===== src/rtl/pic_ctrl.sv =====
// pic_ctrl: Wishbone programmable interrupt controller with pending/mask/edge/ISR registers and vectored acknowledge.
// Define PIC_IRQ_SYNC_EN to add a 2-flop synchroniser on every request line.
module pic_ctrl #(
  parameter int NUM_IRQ = 8,
  parameter logic [31:0] RESET_MASK = 32'hFFFF_FFFF
) (
  input  logic               clk_i,
  input  logic               rst_n_i,
  input  logic               cyc_i,
  input  logic               stb_i,
  input  logic               we_i,
  input  logic [3:0]         sel_i,
  input  logic [31:0]        adr_i,
  input  logic [31:0]        dat_i,
  output logic [31:0]        dat_o,
  output logic               ack_o,
  input  logic [NUM_IRQ-1:0] irq_i,
  output logic               int_o
);
  localparam int N = NUM_IRQ;
  logic [N-1:0] pending, mask, edge_mode, isr, irq_q, irq_s;
  logic [N-1:0] cand, clr, rise, pend_n, best_bit, eoi_bits;
  logic [4:0] best;
  logic found, stop, access, wr, rd, vec_ack;
  logic [2:0] off;
  logic [31:0] rdata;
  logic unused;
  assign unused = ^{sel_i, adr_i, dat_i};
`ifdef PIC_IRQ_SYNC_EN
  logic [N-1:0] sync1, sync2;
  always_ff @(posedge clk_i or negedge rst_n_i)
    if (!rst_n_i) begin
      sync1 <= '0;
      sync2 <= '0;
    end else begin
      sync1 <= irq_i;
      sync2 <= sync1;
    end
  assign irq_s = sync2;
`else
  assign irq_s = irq_i;
`endif
  assign access = cyc_i & stb_i & ~ack_o;
  assign wr = access & we_i;
  assign rd = access & ~we_i;
  assign off = adr_i[4:2];
  assign cand = pending & ~mask;
  // Scan upward; the first ISR bit blocks everything at or above it, so found means eligible.
  always_comb begin
    found = 1'b0;
    best = '0;
    stop = 1'b0;
    for (int i = 0; i < N; i++) begin
      stop = stop | isr[i];
      if (!stop && cand[i]) begin
        found = 1'b1;
        best = 5'(i);
      end
      stop = stop | cand[i];
    end
  end
  assign best_bit = found ? N'(1) << best : '0;
  assign vec_ack = rd && off == 3'd2 && found;
  assign eoi_bits = (wr && off == 3'd3) ? N'(1) << dat_i[4:0] : '0;
  assign clr = ((wr && off == 3'd0) ? dat_i[N-1:0] : '0) | (vec_ack ? best_bit : '0);
  assign rise = irq_s & ~irq_q;
  // Rise is OR-ed after the clear so a new edge beats a same-cycle W1C.
  assign pend_n = (edge_mode & ((pending & ~clr) | rise)) | (~edge_mode & irq_s);
  assign rdata = off == 3'd0 ? 32'(pending) :
                 off == 3'd1 ? 32'(mask) :
                 off == 3'd2 ? (found ? {1'b1, 26'b0, best} : 32'h0) :
                 off == 3'd4 ? 32'(edge_mode) :
                 off == 3'd5 ? 32'(isr) : 32'h0;
  always_ff @(posedge clk_i or negedge rst_n_i)
    if (!rst_n_i) begin
      pending <= '0;
      mask <= RESET_MASK[N-1:0];
      edge_mode <= '0;
      isr <= '0;
      irq_q <= '0;
      dat_o <= '0;
      ack_o <= 1'b0;
      int_o <= 1'b0;
    end else begin
      irq_q <= irq_s;
      pending <= pend_n;
      isr <= (isr | (vec_ack ? best_bit : '0)) & ~eoi_bits;
      int_o <= found;
      ack_o <= access;
      if (access) dat_o <= rdata;
      if (wr && off == 3'd1) mask <= dat_i[N-1:0];
      if (wr && off == 3'd4) edge_mode <= dat_i[N-1:0];
    end
endmodule

===== config.mk =====
export PLATFORM = sky130hd
export DESIGN_NAME = pic_ctrl
export DESIGN_NICKNAME = d
export VERILOG_FILES = /design/src/rtl/pic_ctrl.sv
export SDC_FILE = /design/constraint.sdc
export NUM_CORES = 1
export LEC_CHECK = 0
export ABC_AREA = 1
export CORE_MARGIN = 10
export CORE_UTILIZATION = 45
export CTS_BUF_LIST = sky130_fd_sc_hd__clkbuf_8
export DETAILED_ROUTE_END_ITERATION = 8
export HOLD_SLACK_MARGIN = 0.02
export PLACE_DENSITY = 0.83
export SYNTH_ARGS = -nofsm -noshare
export SYNTH_HDL_FRONTEND = slang
export SYNTH_SLANG_ARGS = --single-unit

===== constraint.sdc =====
create_clock -name clk_i -period 2.13 [get_ports clk_i]
set_input_delay 0.213 -clock clk_i [delete_from_list [all_inputs] [get_ports clk_i]]
set_output_delay 0.213 -clock clk_i [all_outputs]
set_load 0.05 [all_outputs]

=== After elaboration in Yosys (flattened, before gate mapping) ===
Cells that the tools add are included.

* Register bits after elaboration: 74
* Input bits: 81
* Output and inout port bits: 34
* Logic and storage cells: 98

* Eq/ne operators: 5
* Shift operators: 2
* Mux-type cells: 25
* Bitwise logic cells: 35
* Reductions and logical operators: 23

{| class="wikitable"
|+ Operators by type and width
! operator !! number
|-
| 32-bit two-way mux || 4
|-
| 8-bit bitwise AND || 6
|-
| 8-bit two-way mux || 6
|-
| 8-bit NOT || 5
|-
| 8-bit OR || 4
|-
| 5-bit two-way mux || 5
|-
| 1-bit by 5-bit << shifter with 8-bit output (first input constant) || 2
|-
| 1-bit logical AND || 14
|-
| 1-bit OR || 14
|-
| 1-bit two-way mux || 9
|-
| 1-bit logical NOT || 8
|-
| 3-bit by 2-bit == test with 1-bit output (second input constant) || 2
|-
| 3-bit == test (second input constant) || 2
|-
| 1-bit bitwise AND || 4
|-
| 3-bit by 1-bit == test with 1-bit output (second input constant) || 1
|-
| 3-bit logical NOT || 1
|-
| 2-bit two-way mux || 1
|-
| 1-bit NOT || 2
|}

=== Longest topological paths before layout ===
Gate-level depths: netlist of the first run.

* Word-level depth: 28
* Depth in mapped cells: 12
* Gate-level depth less buffers: 12

=== Least setup slack after synthesis of the first run ===
Ideal clock, no wire load.

* Path type: flip-flop to flip-flop
* Start point: register ack_o
* End point: register pending[4]
* Library setup time: 121 ps
* Arrival time: 1657 ps
* Required time: 2009 ps
* Path slack: 351 ps
* Stages on the path, launching flop included: 8
* Buffers on the path: 1
* Clock period less this slack: 1779 ps
* Cell sequence: dfrtp_1 -> nor2_1 -> nand2_1 -> clkbuf_1 -> nor3_4 -> nand3_1 -> o21bai_1 -> nand2_1

* Longest elaborated chain between the ends: 12
* Elaborated cells between the ends (all ways): 15
* Those cells by class: mux: 2; bitwise: 10; reduce/logical: 3

{| class="wikitable"
|+ Ends and longest elaborated chain
! item !! line !! source
|-
| start, declared || 16 || <nowiki>output logic ack_o,</nowiki>
|-
| start signal, assigned || 89 || <nowiki>ack_o <= access;</nowiki>
|-
| 1-bit NOT (*) || 43 || <nowiki>assign access = cyc_i & stb_i & ~ack_o;</nowiki>
|-
| 1-bit bitwise AND (*) || 43 ||
|-
| 1-bit bitwise AND || 45 || <nowiki>assign rd = access & ~we_i;</nowiki>
|-
| 1-bit logical AND (2 in series) || 63 || <nowiki>assign vec_ack = rd && off == 3'd2 && found;</nowiki>
|-
| 8-bit two-way mux || 65 || <nowiki>assign clr = ((wr && off == 3'd0) ? dat_i[N-1:0] : '0) | (vec_ack ? best_bit : '0);</nowiki>
|-
| 8-bit OR (*) || 65 ||
|-
| 8-bit NOT (*) || 68 || <nowiki>assign pend_n = (edge_mode & ((pending & ~clr) | rise)) | (~edge_mode & irq_s);</nowiki>
|-
| 8-bit bitwise AND (*) || 68 ||
|-
| 8-bit OR (*) || 68 ||
|-
| 8-bit bitwise AND (*) || 68 ||
|-
| 8-bit OR (*) || 68 ||
|-
| via pend_n[4] || 22 || <nowiki>logic [N-1:0] cand, clr, rise, pend_n, best_bit, eoi_bits;</nowiki>
|-
| end signal, assigned || 86 || <nowiki>pending <= pend_n;</nowiki>
|-
| end, declared || 21 || <nowiki>logic [N-1:0] pending, mask, edge_mode, isr, irq_q, irq_s;</nowiki>
|}

The timed path passes the listed nets; every way through them passes the cells marked *.
A chain may end at the register's enable or synchronous reset.

=== Worst setup path after layout of the first run ===
* Start point: register mask[3]
* End point: register pending[3]

* Longest elaborated chain between the ends: 22
* Elaborated cells between the ends (all ways): 39
* Those cells by class: shift: 1; mux: 12; bitwise: 16; reduce/logical: 10

{| class="wikitable"
|+ Ends and longest elaborated chain
! item !! line !! source
|-
| start, declared || 21 ||
|-
| start signal, assigned || 77 || <nowiki>mask <= RESET_MASK[N-1:0];</nowiki>
|-
| start signal, assigned || 91 || <nowiki>if (wr && off == 3'd1) mask <= dat_i[N-1:0];</nowiki>
|-
| 8-bit NOT (*) || 47 || <nowiki>assign cand = pending & ~mask;</nowiki>
|-
| 8-bit bitwise AND (*) || 47 ||
|-
| 1-bit OR || 59 || <nowiki>stop = stop | cand[i];</nowiki>
|-
| 1-bit OR || 54 || <nowiki>stop = stop | isr[i];</nowiki>
|-
| 1-bit OR || 59 ||
|-
| 1-bit OR || 54 ||
|-
| 1-bit OR || 59 ||
|-
| 1-bit OR || 54 ||
|-
| [... 7 more ...] || - ||
|-
| 8-bit two-way mux (*) || 65 ||
|-
| 8-bit OR (*) || 65 ||
|-
| 8-bit NOT (*) || 68 ||
|-
| 8-bit bitwise AND (*) || 68 ||
|-
| 8-bit OR (*) || 68 ||
|-
| 8-bit bitwise AND (*) || 68 ||
|-
| 8-bit OR (*) || 68 ||
|-
| via pend_n[3] || 22 ||
|}

Marked as above.

==> results of run 1 <==
## worst max path at each step
stage                 start    endpoint  slack (ns)  depth (start not counted)
global placement      stb_i      isr[4]        0.04                          9
detailed placement    stb_i      isr[4]        0.06                          9
CTS                 mask[3]  pending[3]        0.15                         10
finish              mask[3]  pending[3]        0.15                         10
global route        mask[3]  pending[3]       0.001                         10
floorplan             ack_o  pending[4]        0.35                          7
## per-stage QoR
stage	cell area, um2	hold slack (ns)	std cells	power (uW)	utilization
floorplan	2880	-0.0826	370	1670	-
global placement	3280	0.245	471	1860	0.547
detailed placement	3280	0.251	471	1880	0.547
CTS	3380	0.366	480	2460	0.564
global route	3380	0.365	480	2580	0.564
finish	3380	0.363	480	2440	0.564
## flip-flops by register name, indices dropped and copies added (netlist names)
register and cells:
int_o 1, pending 8, edge_mode 8, isr 8, dat_o 9, irq_q 8, ack_o 1, mask 8
## logic make-up after synthesis
kind of cell           Yosys count
AOI/OAI and AO/OA               68
other                            1
buffers and inverters           84
DFF                             51
and+or+nand+nor                143
muxes                            1
## report_power, final
group	internal [uW]	switching, uW	leakage [uW]
Clock	258	327	0.0000524
Sequential	1120	92.8	0.000571
Combinational	215	429	0.00111
## Yosys cell counts (4+ instances only)
| library cell | instances |
|---|---|
| o22ai_1 | 5 |
| dfstp_2 | 8 |
| nand2_1 | 78 |
| a22oi_1 | 4 |
| dfrtp_1 | 43 |
| nand4_1 | 6 |
| nand3_1 | 14 |
| buf_4 | 23 |
| nor2_1 | 24 |
| o21ai_0 | 29 |
| clkbuf_1 | 5 |
| a21oi_1 | 16 |
| inv_1 | 55 |
| nor4_1 | 4 |
| nand2_2 | 4 |
## routing by layer
| layer | part of all wire | wire length, um | up-vias | global-route usage |
|---|---|---|---|---|
| li1 | - | - | 1189 | - |
| met1 | 0.40 | 3020 | 1140 | 0.186 |
| met2 | 0.49 | 3680 | 87 | 0.267 |
| met3 | 0.10 | 766 | 7 | 0.0475 |
| met4 | 0.010 | 75 | 0 | 0.0419 |
| met5 | 0 | 0 | - | 0 |
## cell type report
class | instances | area [um2]
Inverter | 55 | 206
Multi-Input combinational cell | 235 | 1180
Timing Repair Buffer | 56 | 515
Sequential cell | 51 | 1290
Tap cell | 75 | 93.8
Fill cell | 605 | 2610
Clock buffer | 6 | 82.6
Clock inverter | 2 | 8.76
## repair_timing
action,4_1_cts,5_1_grt
hold buffers,1,0
gates resized for setup,0,0
hold endpoints to repair,20,0
==> results by group, run 1 <==
Run status
  – Status: complete, no violations

Logic synthesis
  – Seq/Total Area, Yosys: 0.460
  – Mux cell area share after synthesis: 0.00403
  – Post-Syn Area: 2800 um2
  – Top cells by area, synth: dfrtp_1 38%, nand2_1 10%, dfstp_2 7.5%
  – FFs w/ async S/R, synth: 1.00
  – EDFF count, synth: 0
  – Synth Area in Compound Gates: 0.145
  – Avg Cell Area, Syn: 8.04 um2
  – Synth area leader: dfrtp_1
  – Synth Area in Adders: 0
  – Simple-gate share of the synthesized area: 0.243
  – Yosys top cell area share: 0.385
  – Mapped Cells: 348
  – Ys flop type: dfrtp_1
  – Yosys reg bits: between 50 and 60
  – Synth cell types: 33
  – Post-Synth XOR/XNOR Area: 0
  – Main combinational cell family by area after synthesis: simple AND/OR/NAND/NOR gates
  – Yosys warnings: 0

Clock tree
  – Post-CTS setup buffer count: 0
  – Clock buffer depth: 2
  – Clock root cell: clkbuf_8
  – Clk_lat worst skew: 0.31 ns
  – H-Tree Depth: 2
  – Number of CTS-inserted buffers: 5
  – CTS sink cnt: 51
  – Clock transition at path regs: 0.10 ns
  – TritonCTS clock tree: done

Route
  – Vias: 2423
  – Final ANT Viol Nets: 0
  – Vias per cell: 5.05
  – Iter 0 DRT Violations: 164
  – DR pass1 iterations: 4
  – Total DRC errors in the routed layout: 0
  – Wire per inst: 15.7 um
  – Total wire length: approximately 7.5 mm

Worst setup path
  – CP Class: reg -> reg
  – Startpoint types: flop
  – CP peak stage delay: 0.52 ns
  – RR Endpoint: pending[3]
  – Data arrival, critical path: 2.20 ns
  – Reg2reg setup slack: 0.15 ns
  – Cell family with most CP delay: simple AND/OR/NAND/NOR gates
  – Crit-path cells: inv_1 > a21oi_1 > nand4_4 > nor2_2 > nor2_1 > nand2_1 > buf_4 > nand4_2 > nand2_1 > nand2_1
  – Slowest stage cell, crit path: dfstp_2
  – Worst reg2reg path depth: 10
  – Worst r2r src: mask[3]
  – Crit end category: flop
  – Bufs and invs on worst path: 2
  – Most used cell, CP: nand2_1
  – Worst EP required: 2.34 ns
  – Worst Path Max Fanout: 4

Place
  – HPWL after detailed placement: 6.08 mm
  – Worst slack at placement: 0.0603 ns
  – GPL Wtd Cong: 0.950
  – Port bufs: 34

Global routing
  – Total GRT Usage: 0.156
  – Vias in the first global route: 2594
  – Total gr overflow: 0
  – First-pass GRT wire length: 12.5 mm
  – Initial antenna violation count: 0
  – Largest net degree at the start of global routing: 28

Die
  – Die width: 98.8 um
  – Initial Utilization: 0.467
  – Site Rows: 28
  – Core area: 5990 um2
  – Ports: 115
  – Die ar.: between 9000 and 10000 um2
  – Chip Height: 98.8 um

Finish
  – Most common cell after layout, fill and taps aside: nand2_1
  – Most frequent cells in the layout: 78 x nand2_1, 56 x inv_1, 43 x dfrtp_1
  – Area growth from synthesis to layout: 20.8%
  – Final nets: 485
  – Diode count: 0
  – Layout cells sized above 1: 0.143

Worst hold path
  – HP Class: in -> reg
  – Hold Crit Depth: 1
  – Hold path start: irq_i[4]
  – Hold Path End: irq_q[4]

Power
  – Maximum VDD drop: 0.440 mV
  – P_leak: 0.00174 uW
  – Power density over the cells: 723 nW/um2

STA
  – Final Max Slew Viols: 0
  – FMAX: 504 MHz
  – Worst Tran Pin Value: 0.593 ns
  – Clk_skew: between 0.009 and 0.01 ns
  – Final worst-path cycle share: 0.931
  – Minimum clock period after layout: 1.98 ns
  – Final worst slack: 0.147 ns
  – Slew headroom: 0.605
  – Hold violation total from the final report: 0
  – Count of final setup violators: 0
  – RSZ-0062 raised after global routing: no
  – TNS Setup: 0 ns

Run
  – Maxcap violations: 0
Power figures use the tool's default switching activity.
==> inputs of run 2 (changes only) <==
--- a/config.mk
+++ b/config.mk
@@ -10,7 +10,7 @@
 export CORE_UTILIZATION = 45
 export CTS_BUF_LIST = sky130_fd_sc_hd__clkbuf_8
 export DETAILED_ROUTE_END_ITERATION = 8
-export HOLD_SLACK_MARGIN = 0.02
+export HOLD_SLACK_MARGIN = 0.06
 export PLACE_DENSITY = 0.83
 export SYNTH_ARGS = -nofsm -noshare
 export SYNTH_HDL_FRONTEND = slang
==> results of run 2 <==
Same layout as run 1: the final DEF is identical, and so are final timing and power.
